File: config.mk
export PLATFORM = sky130hd
export DESIGN_NAME = axil_regs
export DESIGN_NICKNAME = d
export VERILOG_FILES = /design/src/rtl/axil_regs.sv
export SDC_FILE = /design/constraint.sdc
export NUM_CORES = 1
export LEC_CHECK = 0
export BUFFER_PORTS_ARGS = -buffer_cell sky130_fd_sc_hd__buf_2
export CAP_MARGIN = 25
export CORE_MARGIN = 2
export CORE_UTILIZATION = 53
export CTS_CLUSTER_DIAMETER = 40
export DETAILED_ROUTE_END_ITERATION = 10
export PLACE_DENSITY = 0.77
export RECOVER_POWER = 25
export SYNTH_ARGS = -nofsm -noshare
export SYNTH_HDL_FRONTEND = slang
export SYNTH_SLANG_ARGS = --single-unit
File: constraint.sdc
create_clock -name clk -period 3 [get_ports clk]
set_input_delay 0.15 -clock clk [delete_from_list [all_inputs] [get_ports clk]]
set_output_delay 0.15 -clock clk [all_outputs]
set_load 0.005 [all_outputs]
File: src/rtl/axil_regs.sv
// axil_regs: AXI4-Lite responder exposing N_REGS byte-strobed read/write control registers
module axil_regs #(
    parameter int ADDR_W = 8,
    parameter int DATA_W = 32,
    parameter int N_REGS = 4
) (
    input  logic                     clk,
    input  logic                     rst_n,
    input  logic                     awvalid,
    output logic                     awready,
    input  logic [ADDR_W-1:0]        awaddr,
    input  logic                     wvalid,
    output logic                     wready,
    input  logic [DATA_W-1:0]        wdata,
    input  logic [DATA_W/8-1:0]      wstrb,
    output logic                     bvalid,
    input  logic                     bready,
    output logic [1:0]               bresp,
    input  logic                     arvalid,
    output logic                     arready,
    input  logic [ADDR_W-1:0]        araddr,
    output logic                     rvalid,
    input  logic                     rready,
    output logic [DATA_W-1:0]        rdata,
    output logic [1:0]               rresp,
    output logic [N_REGS*DATA_W-1:0] o_regs
);
    localparam int IDX_W = ADDR_W - 2;
    localparam logic [IDX_W:0] N_LIM = (IDX_W + 1)'(N_REGS);

    if (DATA_W != 32) begin : g_bad_data_w
        $error("axil_regs: DATA_W must be 32");
    end

    logic [N_REGS-1:0][DATA_W-1:0] r_regs;
    logic                          r_aw_held, r_w_held, r_bvalid, r_rvalid;
    logic [IDX_W-1:0]              r_aw_idx;
    logic [DATA_W-1:0]             r_wdata, r_rdata, w_rdata, w_wd;
    logic [DATA_W/8-1:0]           r_wstrb, w_ws;
    logic [1:0]                    r_bresp, r_rresp;
    logic [IDX_W-1:0]              w_widx, w_ridx;
    logic                          w_aw_hs, w_w_hs, w_ar_hs, w_commit, w_wok, w_rok;
    logic                          w_unused;

    assign awready  = !r_aw_held && !r_bvalid;
    assign wready   = !r_w_held && !r_bvalid;
    assign arready  = !r_rvalid;
    assign bvalid   = r_bvalid;
    assign bresp    = r_bresp;
    assign rvalid   = r_rvalid;
    assign rdata    = r_rdata;
    assign rresp    = r_rresp;
    assign o_regs   = r_regs;
    assign w_unused = ^{awaddr[1:0], araddr[1:0]};

    assign w_aw_hs  = awvalid && awready;
    assign w_w_hs   = wvalid && wready;
    assign w_ar_hs  = arvalid && arready;
    // a write commits once both address and data are present, either held or arriving now
    assign w_commit = (r_aw_held || w_aw_hs) && (r_w_held || w_w_hs) && !r_bvalid;
    assign w_widx   = r_aw_held ? r_aw_idx : awaddr[ADDR_W-1:2];
    assign w_wd     = r_w_held ? r_wdata : wdata;
    assign w_ws     = r_w_held ? r_wstrb : wstrb;
    assign w_wok    = {1'b0, w_widx} < N_LIM;
    assign w_ridx   = araddr[ADDR_W-1:2];
    assign w_rok    = {1'b0, w_ridx} < N_LIM;

    // read mux; out-of-range indices fall through to zero
    always_comb begin
        w_rdata = '0;
        for (int k = 0; k < N_REGS; k++)
            if (w_ridx == IDX_W'(k)) w_rdata = r_regs[k];
    end

    // register file, byte-strobed update on commit
    always_ff @(posedge clk or negedge rst_n) begin
        if (!rst_n) begin
            r_regs <= '0;
        end else if (w_commit && w_wok) begin
            for (int k = 0; k < N_REGS; k++)
                if (w_widx == IDX_W'(k))
                    for (int b = 0; b < DATA_W/8; b++)
                        if (w_ws[b]) r_regs[k][8*b +: 8] <= w_wd[8*b +: 8];
        end
    end

    // write channel holding registers and B response
    always_ff @(posedge clk or negedge rst_n) begin
        if (!rst_n) begin
            r_aw_held <= 1'b0;
            r_w_held  <= 1'b0;
            r_aw_idx  <= '0;
            r_wdata   <= '0;
            r_wstrb   <= '0;
            r_bvalid  <= 1'b0;
            r_bresp   <= 2'b00;
        end else begin
            if (w_aw_hs) begin
                r_aw_held <= 1'b1;
                r_aw_idx  <= awaddr[ADDR_W-1:2];
            end
            if (w_w_hs) begin
                r_w_held <= 1'b1;
                r_wdata  <= wdata;
                r_wstrb  <= wstrb;
            end
            if (w_commit) begin
                r_aw_held <= 1'b0;
                r_w_held  <= 1'b0;
                r_bvalid  <= 1'b1;
                r_bresp   <= w_wok ? 2'b00 : 2'b10;
            end else if (r_bvalid && bready) begin
                r_bvalid <= 1'b0;
            end
        end
    end

    // read response, captured on AR handshake and held until R handshake
    always_ff @(posedge clk or negedge rst_n) begin
        if (!rst_n) begin
            r_rvalid <= 1'b0;
            r_rdata  <= '0;
            r_rresp  <= 2'b00;
        end else if (w_ar_hs) begin
            r_rvalid <= 1'b1;
            r_rdata  <= w_rdata;
            r_rresp  <= w_rok ? 2'b00 : 2'b10;
        end else if (r_rvalid && rready) begin
            r_rvalid <= 1'b0;
        end
    end
endmodule

==> impl_metrics.toml <==
[routing]
drc = 0
wl_per_cell_um = 22.4
antenna_left = 0
routed_wl_um = 24500
drtPass1Iterations = 4
vias = 6282
drt_iter0_drc = 254
routed_via_density = 5.73

[placed_design]
place.gp.congestion = 0.812
port_buffers = 221
hpwl_um = 15900
place_area_um2 = 10400

[global_routing]
antenna_found_initial = 0
globalRouteOverflowTotal = 0
grt_max_degree = 79
grtUsageTotal_pct = 27.3
grt_pass1_vias = 6935
grt_pass1_wl_um = 38400

[setup_path]
cp.required_ns = 3.42
max_stage_delay_ns = 0.60
worst-path-buf-inv = 1
critical_path_class = "flip-flop to flip-flop"
startpoint_type = "flip-flop"
path_cells = "or4_1 > o22ai_1 > buf_4 > nand3_1 > mux2_2"
crit_fanout = 13
critical-path-top-delay-family = "simple AND/OR/NAND/NOR gates"
cp.arrival_ns = 3.08
crit_path_top_delay_cell = "or4_1"
end_kind = "flip-flop"

[floorplanning]
dieArea_um2 = 18000
pin_count = 228
row_count = 47
start_util_pct = 54.3
die_w_um = 134
die_y_um = 134
fp.coreArea_um2 = 16600

[cells_and_area]
fillCellCount = 1086
postLayoutCoreUtil_pct = 72.1
area_delta_synth_final_pct = 32.7
drive_above_1_share_pct = 60.7
design_area_um2 = 11900
finish.net_count = 911
diodes = 0

[timing]
post-route-period-util_pct = 88.5
grt_setup_unrepaired = "false"
skew_ns = 0.0176
fin_setup_tns_ns = 0
relSlewSlack_pct = -29.9
maxSlewViolCount = 78
min_period_ns = 2.65
worstMarginPinSlew_ns = 1.95
finalHoldViolations = 0
timing.fmax_mhz = 377
setup_viol = 0

[min_path]
hold_class = "primary input to flip-flop"

[status]
status = "finished, violations left"
violations = "capacitance limit, slew limit"

[cts]
path_clk_slew_ns = 0.06
clk_latency_ns = 0.55
cts_tree = "done"
cts_root_buf = "clkbuf_16"
cts.sink_count = 208
htreeDepth = 1
cts_inserted_buffers = 30
cts_buffer_depth = 3
post_cts_buffers = 0

[synthesis]
synth_cell_types = 31
synth-seq-area-share_pct = 57.8
yosys-top-cells-area = "dfrtp_1 58%, mux2_2 25%, mux4_2 8.0%"
ys_seq_elements = 208
syn-cell-area_um2 = 9000
yosys.area.top_type = "dfrtp_1"
postSynthAreaPerCell_um2 = 16.0
yosysTopAreaCellShare_pct = 57.8
yosysWarnings = 0
synth_cells = 564

[flow_run]
maxCapViolations = 1

[power]
ir_drop_uv = 553
leakage_nw = 6.09
pwr_density_cell_nw_per_um2 = 937
p_total_mw = 11.2
==> placed cells by master, fill, tap and decap left out, types with 3 or more instances in the layout <==
| cell | count |
|---|---|
| dlygate4sd3_1 | 45 |
| clkinvlp_4 | 6 |
| mux2i_1 | 4 |
| nor4_4 | 4 |
| clkbuf_16 | 30 |
| inv_1 | 5 |
| o21ai_0 | 4 |
| mux4_2 | 32 |
| mux2_2 | 199 |
| nor2_1 | 5 |
| clkbuf_8 | 3 |
| buf_2 | 220 |
| bufinv_16 | 4 |
| buf_4 | 14 |
| nand3_1 | 13 |
| dfrtp_1 | 207 |
| clkinv_2 | 4 |
| a22o_1 | 32 |
| inv_6 | 5 |
| nor3_1 | 5 |
| nand2_1 | 5 |
==> logic make-up after synthesis <==
group                  count (synthesis)  share of synthesized area [%]
AOI/OAI and AO/OA                     46                           4.14
buffers and inverters                 32                           1.46
DFF                                  208                           57.8
muxes                                237                           33.6
other                                  1                         0.0416
and+or+nand+nor                       40                           2.96
==> sequential cells by signal, summed over array words and instances (netlist names) <==
name and flops:
o_regs 128, r_wdata 32, rdata 32, r_aw_idx 6
r_wstrb 4, bresp 1, bvalid 1, r_aw_held 1
r_w_held 1, rresp 1, rvalid 1
==> power by group <==
group	switching (mW)	internal, mW
combinational	1.32	1.76
sequential	0.750	3.75
clock	1.35	2.28
total	3.41	7.79
==> worst paths after layout <==
path	slack (ns)	cells past startpoint	endpoint	start
setup / recovery	0.35	5	o_regs[82]	r_aw_held
min in group asynchronous	0.70	2	o_regs[102]	rst_n
hold / removal	0.07	3	r_w_held	wvalid
setup reg to reg	0.35	5	o_regs[82]	r_aw_held
hold reg to reg	0.50	2	bresp[1]	bresp[1]
max in group asynchronous	0.94	3	o_regs[127]	rst_n
==> stage by stage <==
step	hold WS (ns)	std cells	worst slack, ns
floorplan	-0.146	565	0.829
global placement	0.209	995	0.571
CTS	0.0383	1096	0.432
finish	0.0669	1096	0.346
detailed placement	0.219	995	0.465
global route	0.0512	1096	0.271
==> routing by layer <==
layer	wire (um)	part of all wire, %	up-vias	track usage [%]
met5	0	0	-	0
li1	-	-	2724	-
met2	12700	52	248	48.9
met1	9660	39	3260	33.8
met4	551	2.2	0	7.37
met3	1560	6.4	50	5.78
==> worst reg2reg max path, delay by kind of cell (launching register included) <==
kind | cells | cell delay, ns
compound gates | 1 | 0.18
buf+inv | 1 | 0.22
flops | 1 | 0.51
mux | 1 | 0.49
simple gates | 2 | 1.13
==> cell type report <==
class / instances / area (um^2) / share of cell area, %
clock inverters: 22 / 265 / 2.22
clock buffers: 34 / 796 / 6.66
flip-flops and latches: 208 / 5210 / 43.6
well taps: 220 / 275 / 2.30
repair buffers: 282 / 1700 / 14.2
inverters: 5 / 18.8 / 0.157
multi-input cells: 325 / 3690 / 30.8
==> timing repair <==
action                     CTS  global route
hold endpoints to repair   119             0
setup endpoints to repair    0             0
resized for setup            0             0
hold buffers                45             0
==> synth_stat cells <==
library cell and number:
a22o_1 32, o21ai_1 1, mux2_2 199, clkbuf_1 15, nand2_1 5, o21ai_0 4, nor2_1 6, mux2i_1 4
a32o_1 1, a21oi_1 2, o22a_2 1, conb_1 1, or4_1 2, o32ai_1 1, nor4_4 4, o21bai_1 1
inv_1 5, or4b_1 1, buf_4 2, and2_1 1, dfrtp_1 208, buf_2 3, o21a_1 2, nor2b_1 2
nand3_1 13, mux2_1 2, o22ai_1 1, or2_2 1, buf_1 7, mux4_2 32, nor3_1 5
(Power assumes the default switching activity.)
